==> config.mk <==
export PLATFORM = sky130hd
export DESIGN_NAME = mdu_hilo
export DESIGN_NICKNAME = d
export VERILOG_FILES = /design/src/rtl/mdu_pkg.sv /design/src/rtl/mdu_hilo_divider.sv /design/src/rtl/mdu_hilo.sv
export SDC_FILE = /design/constraint.sdc
export NUM_CORES = 2
export LEC_CHECK = 0
export ABC_AREA = 1
export BUFFER_PORTS_ARGS = -buffer_cell sky130_fd_sc_hd__buf_2
export CAP_MARGIN = 20
export CORE_MARGIN = 2
export CORE_UTILIZATION = 53
export DETAILED_ROUTE_END_ITERATION = 16
export GPL_TIMING_DRIVEN = 0
export PLACE_DENSITY = 0.8
export SYNTH_ARGS = -nofsm -noshare
export SYNTH_HDL_FRONTEND = slang
export SYNTH_SLANG_ARGS = --single-unit
==> constraint.sdc <==
create_clock -name clk -period 11.7 [get_ports clk]
set_clock_uncertainty 0.2 [all_clocks]
set_input_delay 2.34 -clock clk [delete_from_list [all_inputs] [get_ports clk]]
set_output_delay 2.34 -clock clk [all_outputs]
set_load 0.01 [all_outputs]
==> src/rtl/mdu_pkg.sv <==
// mdu_pkg: shared definitions for the HI/LO multiply/divide unit.
//   - op encodings presented on the op port
//   - FSM state encoding used by mdu_hilo
//   - small helper to classify divide ops
package mdu_pkg;

  localparam logic [2:0] OP_MULT  = 3'b000;
  localparam logic [2:0] OP_MULTU = 3'b001;
  localparam logic [2:0] OP_DIV   = 3'b010;
  localparam logic [2:0] OP_DIVU  = 3'b011;
  localparam logic [2:0] OP_MTHI  = 3'b100;
  localparam logic [2:0] OP_MTLO  = 3'b101;

  typedef enum logic [1:0] {
    S_IDLE = 2'd0,
    S_MUL  = 2'd1,
    S_DIV  = 2'd2,
    S_FIX  = 2'd3
  } state_e;

  function automatic logic is_div_op(input logic [2:0] op);
    return (op == OP_DIV) || (op == OP_DIVU);
  endfunction

endpackage

==> src/rtl/mdu_hilo_divider.sv <==
// mdu_divider: iterative restoring radix-2 divider on unsigned magnitudes.
// Ports:
//   clk, reset     rising-edge clock, synchronous active-high reset
//   i_start        load operands; the first quotient bit is resolved on this edge
//   i_dividend     dividend magnitude
//   i_divisor      divisor magnitude (caller guarantees non-zero)
//   o_last         high in the cycle whose edge produces the final quotient bit
//   o_quo, o_rem   quotient / remainder, valid once the counter has drained
module mdu_divider #(
  parameter int WIDTH = 32
) (
  input  logic             clk,
  input  logic             reset,
  input  logic             i_start,
  input  logic [WIDTH-1:0] i_dividend,
  input  logic [WIDTH-1:0] i_divisor,
  output logic             o_last,
  output logic [WIDTH-1:0] o_quo,
  output logic [WIDTH-1:0] o_rem
);

  localparam int CW = $clog2(WIDTH);

  logic [WIDTH-1:0] r_rem, r_quo, r_dsr;
  logic [CW-1:0]    r_cnt;

  logic [WIDTH-1:0] w_src_rem, w_src_quo, w_src_dsr;
  logic [WIDTH:0]   w_shift, w_diff;
  logic             w_ge;
  logic [WIDTH-1:0] w_nrem, w_nquo;

  // One restoring step. The quotient register doubles as the dividend shift
  // register: its MSB feeds the partial remainder, the new bit enters at LSB.
  always_comb begin
    w_src_rem = i_start ? '0         : r_rem;
    w_src_quo = i_start ? i_dividend : r_quo;
    w_src_dsr = i_start ? i_divisor  : r_dsr;
    w_shift   = {w_src_rem, w_src_quo[WIDTH-1]};
    w_diff    = w_shift - {1'b0, w_src_dsr};
    w_ge      = ~w_diff[WIDTH];
    // Remainder stays below the divisor, so WIDTH bits always suffice.
    w_nrem    = w_ge ? w_diff[WIDTH-1:0] : w_shift[WIDTH-1:0];
    w_nquo    = {w_src_quo[WIDTH-2:0], w_ge};
  end

  always_ff @(posedge clk) begin
    if (reset) begin
      r_rem <= '0;
      r_quo <= '0;
      r_dsr <= '0;
      r_cnt <= '0;
    end else if (i_start) begin
      r_rem <= w_nrem;
      r_quo <= w_nquo;
      r_dsr <= i_divisor;
      r_cnt <= CW'(WIDTH - 1);
    end else if (r_cnt != '0) begin
      r_rem <= w_nrem;
      r_quo <= w_nquo;
      r_cnt <= r_cnt - 1'b1;
    end
  end

  assign o_last = (r_cnt == CW'(1));
  assign o_quo  = r_quo;
  assign o_rem  = r_rem;

endmodule

==> src/rtl/mdu_hilo.sv <==
// mdu_hilo: multi-cycle multiply/divide unit with architectural HI/LO.
// Ports:
//   clk, reset     rising-edge clock, synchronous active-high reset
//   start, op      one-cycle request; accepted only while not busy
//   a, b           rs / rt operands (a is the data for MTHI/MTLO)
//   busy           operation in flight, further starts ignored
//   done           one-cycle completion pulse, HI/LO already updated
//   div_by_zero    sticky, cleared by reset or the next accepted start
//   hi, lo         HI/LO registers
// States:
//   S_IDLE | waiting for start; MTHI/MTLO/illegal/div-by-zero finish here
//   S_MUL  | product travelling down the MUL_LAT delay chain
//   S_DIV  | divider iterating on magnitudes
//   S_FIX  | sign correction of quotient/remainder, then write HI/LO
module mdu_hilo
  import mdu_pkg::*;
#(
  parameter int WIDTH   = 32,
  parameter int MUL_LAT = 2
) (
  input  logic             clk,
  input  logic             reset,
  input  logic             start,
  input  logic [2:0]       op,
  input  logic [WIDTH-1:0] a,
  input  logic [WIDTH-1:0] b,
  output logic             busy,
  output logic             done,
  output logic             div_by_zero,
  output logic [WIDTH-1:0] hi,
  output logic [WIDTH-1:0] lo
);

  localparam int PD = (MUL_LAT > 1) ? MUL_LAT - 1 : 1;

  state_e             r_state;
  logic [WIDTH-1:0]   r_hi, r_lo;
  logic               r_done, r_dbz;
  logic               r_q_neg, r_r_neg;
  logic [2:0]         r_mul_cnt;
  logic [2*WIDTH-1:0] r_pipe [PD];

  logic               w_accept, w_is_mul, w_div_start, w_div_last;
  logic               w_a_neg, w_b_neg;
  logic [WIDTH-1:0]   w_a_mag, w_b_mag, w_quo, w_rem, w_quo_fix, w_rem_fix;
  logic [2*WIDTH-1:0] w_a_ext, w_b_ext, w_prod;

  assign w_accept = start && (r_state == S_IDLE);
  assign w_is_mul = (op == OP_MULT) || (op == OP_MULTU);

  // Sign-extending to 2*WIDTH makes the truncated product the exact signed one.
  assign w_a_ext = (op == OP_MULT) ? {{WIDTH{a[WIDTH-1]}}, a} : {{WIDTH{1'b0}}, a};
  assign w_b_ext = (op == OP_MULT) ? {{WIDTH{b[WIDTH-1]}}, b} : {{WIDTH{1'b0}}, b};
  assign w_prod  = w_a_ext * w_b_ext;

  assign w_a_neg     = (op == OP_DIV) && a[WIDTH-1];
  assign w_b_neg     = (op == OP_DIV) && b[WIDTH-1];
  assign w_a_mag     = w_a_neg ? -a : a;
  assign w_b_mag     = w_b_neg ? -b : b;
  assign w_div_start = w_accept && is_div_op(op) && (b != '0);

  mdu_divider #(.WIDTH(WIDTH)) u_div (
    .clk        (clk),
    .reset      (reset),
    .i_start    (w_div_start),
    .i_dividend (w_a_mag),
    .i_divisor  (w_b_mag),
    .o_last     (w_div_last),
    .o_quo      (w_quo),
    .o_rem      (w_rem)
  );

  // MIN / -1: magnitude quotient is 2^(WIDTH-1) with no negation, giving MIN.
  assign w_quo_fix = r_q_neg ? -w_quo : w_quo;
  assign w_rem_fix = r_r_neg ? -w_rem : w_rem;

  // Product delay chain; only meaningful while in S_MUL, so no reset needed.
  always_ff @(posedge clk) begin
    if (w_accept && w_is_mul) r_pipe[0] <= w_prod;
    for (int k = 1; k < PD; k++) r_pipe[k] <= r_pipe[k-1];
  end

  always_ff @(posedge clk) begin
    if (reset) begin
      r_state   <= S_IDLE;
      r_hi      <= '0;
      r_lo      <= '0;
      r_done    <= 1'b0;
      r_dbz     <= 1'b0;
      r_q_neg   <= 1'b0;
      r_r_neg   <= 1'b0;
      r_mul_cnt <= '0;
    end else begin
      r_done <= 1'b0;
      case (r_state)
        S_IDLE: begin
          if (w_accept) begin
            r_dbz <= 1'b0;
            case (op)
              OP_MULT, OP_MULTU: begin
                if (MUL_LAT == 1) begin
                  {r_hi, r_lo} <= w_prod;
                  r_done       <= 1'b1;
                end else begin
                  r_mul_cnt <= 3'(MUL_LAT - 2);
                  r_state   <= S_MUL;
                end
              end
              OP_DIV, OP_DIVU: begin
                if (b == '0) begin
                  r_dbz  <= 1'b1;
                  r_done <= 1'b1;
                end else begin
                  r_q_neg <= w_a_neg ^ w_b_neg;
                  r_r_neg <= w_a_neg;
                  r_state <= S_DIV;
                end
              end
              OP_MTHI: begin
                r_hi   <= a;
                r_done <= 1'b1;
              end
              OP_MTLO: begin
                r_lo   <= a;
                r_done <= 1'b1;
              end
              default: r_done <= 1'b1;
            endcase
          end
        end
        S_MUL: begin
          if (r_mul_cnt == '0) begin
            {r_hi, r_lo} <= r_pipe[PD-1];
            r_done       <= 1'b1;
            r_state      <= S_IDLE;
          end else begin
            r_mul_cnt <= r_mul_cnt - 3'd1;
          end
        end
        S_DIV: begin
          if (w_div_last) r_state <= S_FIX;
        end
        S_FIX: begin
          r_hi    <= w_rem_fix;
          r_lo    <= w_quo_fix;
          r_done  <= 1'b1;
          r_state <= S_IDLE;
        end
        default: r_state <= S_IDLE;
      endcase
    end
  end

  assign busy        = (r_state != S_IDLE);
  assign done        = r_done;
  assign div_by_zero = r_dbz;
  assign hi          = r_hi;
  assign lo          = r_lo;

endmodule
==> metrics.cfg <==
[finish]
seqCellArea_mm2 = 0.00541
area_growth_pct = 7.32
multiInputGateArea_mm2 = 0.0492
drive_gt1_frac = 0.0475
final_cell_count_no_fill = 10100
nets = 10300
layout_common_cells = 2322 x inv_1, 1864 x nand2_1, 1403 x fa_1
n_fill_cell = 11700
final_cell_area_mm2 = 0.0694
final_common_cell = inv_1

[clocking]
cts_buffer_depth = 3
cts_sinks = 238
clkTransAtPathRegs_ns = 0.06
numCtsBuffers = 28
htreeDepth = 1
cts_tree = yes
cts_root_buf = clkbuf_16
clk_latency_ns = 0.57

[placement]
dp_cells = 9997
io_buffer_count = 74
placed_area_mm2 = 0.0675
dp_hpwl_um = 252000
place.gp.congestion = 1.08

[logic_synthesis]
postSynthAreaPerCell_um2 = 7.82
yosys.area_share.adder = 0.508
synth_cells = 8269
synthMuxAreaShare = 0
yosysSeqAreaShare = 0.0836
synth_top_flop_cell = dfxtp_1
synth_area_leaders = fa_1 44%, inv_1 14%, nand2_1 11%
synth_seq_cells = 238
synth_compound_area_frac = 0.0604
synth_top_family_by_area = adder cells
synth-edff-count = 64
yosys.area_share.simple = 0.171
yosysWarningCount = 0
synth_xor_area_frac = 0.0183
ys_types = 54
synth_area_mm2 = 0.0646
synth_nets = 10100
synth_async_sr_flop_share = 0
yosys.area.top_type_share = 0.440
yosys.area.top_type = fa_1

[sta]
max_freq_mhz = 86.3
whs_ns = 0.273
finalCritPeriodShare = 0.990
slew_headroom = 0.128
fin_crit_ns = 11.59
drv_slew = 0
hold_viol = 0
tns_ns = 0
setup_viol = 0
worst_pin_slew_ns = 1.31

[global_route]
grt_max_degree = 37
grt_remaining_overflow = 0
grt_pass1_vias = 60900
antenna_found_initial = 17
grt_pass1_wl_um = 421000
grt_usage = 0.479

[floorplanning]
fp.dieArea_mm2 = 0.125
start_util = 0.533
die_width_um = 353
io_pins = 137
core-area_mm2 = 0.121
chipHeight_um = 353
rows = 128

[worst_setup_path]
critPathCaptureType = flop
cp.arrival_ns = 11.70
slowest_stage = clkbuf_1
critPathBufInv = 9
crit_fanout = 10
slowest_delay_ns = 0.92
crit_family = adder cells
worst-setup-path-type = in -> reg
cp-start-kind = input pin
crit_top_cell = fa_1
cp.required_ns = 11.81

[route]
ant_nets = 0
wl_per_cell_um = 29.3
wl_um = 296000
drt_iter0_markers = 6874
dr.pass1.iters = 9
drc = 0
via_count = 58500
viasPerCell = 5.79

[worst_hold_path]
worstHoldPathType = reg -> reg

[outcome]
run_status = completed

[job]
drv_cap = 0

cell usage after synthesis, types with 6 or more instances:
| cell | n |
|---|---|
| a211oi_1 | 26 |
| a21o_1 | 16 |
| a21oi_1 | 253 |
| a221oi_1 | 8 |
| a31oi_1 | 29 |
| a41oi_1 | 32 |
| buf_1 | 73 |
| buf_2 | 47 |
| buf_4 | 6 |
| buf_6 | 9 |
| clkbuf_1 | 223 |
| dfxtp_1 | 174 |
| edfxtp_1 | 64 |
| fa_1 | 1420 |
| ha_1 | 352 |
| inv_1 | 2327 |
| inv_2 | 9 |
| nand2_1 | 1867 |
| nand2_2 | 7 |
| nand3_1 | 258 |
| nand3b_1 | 15 |
| nand4_1 | 41 |
| nor2_1 | 442 |
| nor2_2 | 11 |
| nor2_4 | 6 |
| nor3_1 | 41 |
| nor4_1 | 10 |
| o211ai_1 | 22 |
| o21ai_0 | 264 |
| o21ai_1 | 17 |
| o21bai_1 | 12 |
| or2_2 | 17 |
| xnor2_1 | 41 |
| xor2_1 | 94 |
cell families after synthesis:
group                    Yosys count
AO/OA/AOI/OAI                    694
XOR/XNOR                         135
adder cells (fa/ha/maj)         1772
buffers and inverters           2697
flip-flops                       238
AND/OR/NAND/NOR                 2733
worst min-delay path: cells and delay by family (launching register included):
family,cells,cell delay [ns]
flip-flops,1,0.31
AO/OA/AOI/OAI,1,0.06
AND/OR/NAND/NOR,1,0.06
per-layer routing:
metal,part of all wire,GRT usage,vias to the layer above
met5,0.00026,0,-
met3,0.12,0.153,1242
li1,-,-,24300
met1,0.34,0.559,29000
met2,0.43,0.723,3903
met4,0.11,0.397,10
worst paths after layout:
check	startpoint	to	depth (start not counted)	slack (ns)
min	u_div.o_rem[1]	u_div.o_rem[1]	2	0.27
min reg2reg	u_div.o_rem[1]	u_div.o_rem[1]	2	0.27
max reg2reg	r_state[1]	u_div.o_rem[21]	27	6.86
max	a[21]	r_pipe[0][38]	30	0.11
flip-flops by register name (all words and copies together), names as in the netlist:
register,count
r_pipe,64
hi,32
lo,32
u_div.o_quo,32
u_div.o_rem,32
u_div.r_dsr,32
u_div.r_cnt,5
r_mul_cnt,3
r_state,2
div_by_zero,1
done,1
r_q_neg,1
r_r_neg,1
stage by stage:
stage,utilization,setup WS [ns]
3_3_place_gp,0.552,-3.21
4_1_cts,0.567,-0.000224
2_1_floorplan,-,0.573
6_report,0.571,0.112
3_5_place_dp,0.556,-2.74
5_1_grt,0.571,-0.00309
final cells by class:
| cell class | count | share of cell area |
|---|---|---|
| inverter | 2338 | 0.127 |
| clock buffer | 32 | 0.0109 |
| sequential | 238 | 0.0779 |
| timing repair buffer | 140 | 0.0184 |
| tap | 1625 | 0.0293 |
| clock inverter | 20 | 0.00510 |
| multi-input combinational | 5334 | 0.708 |
| antenna | 17 | 0.000613 |
| buffer | 356 | 0.0227 |
timing repair:
action | CTS | global route
setup buffers | 13 | 13
endpoints found under the setup margin | 27 | 23
pin swaps | 8 | 19
hold buffers | 0 | 0
gates resized for setup | 37 | 88
Power is left out: the tool's default activity adds up to more than one toggle a clock period on the data nets, which glitch-free logic cannot reach.
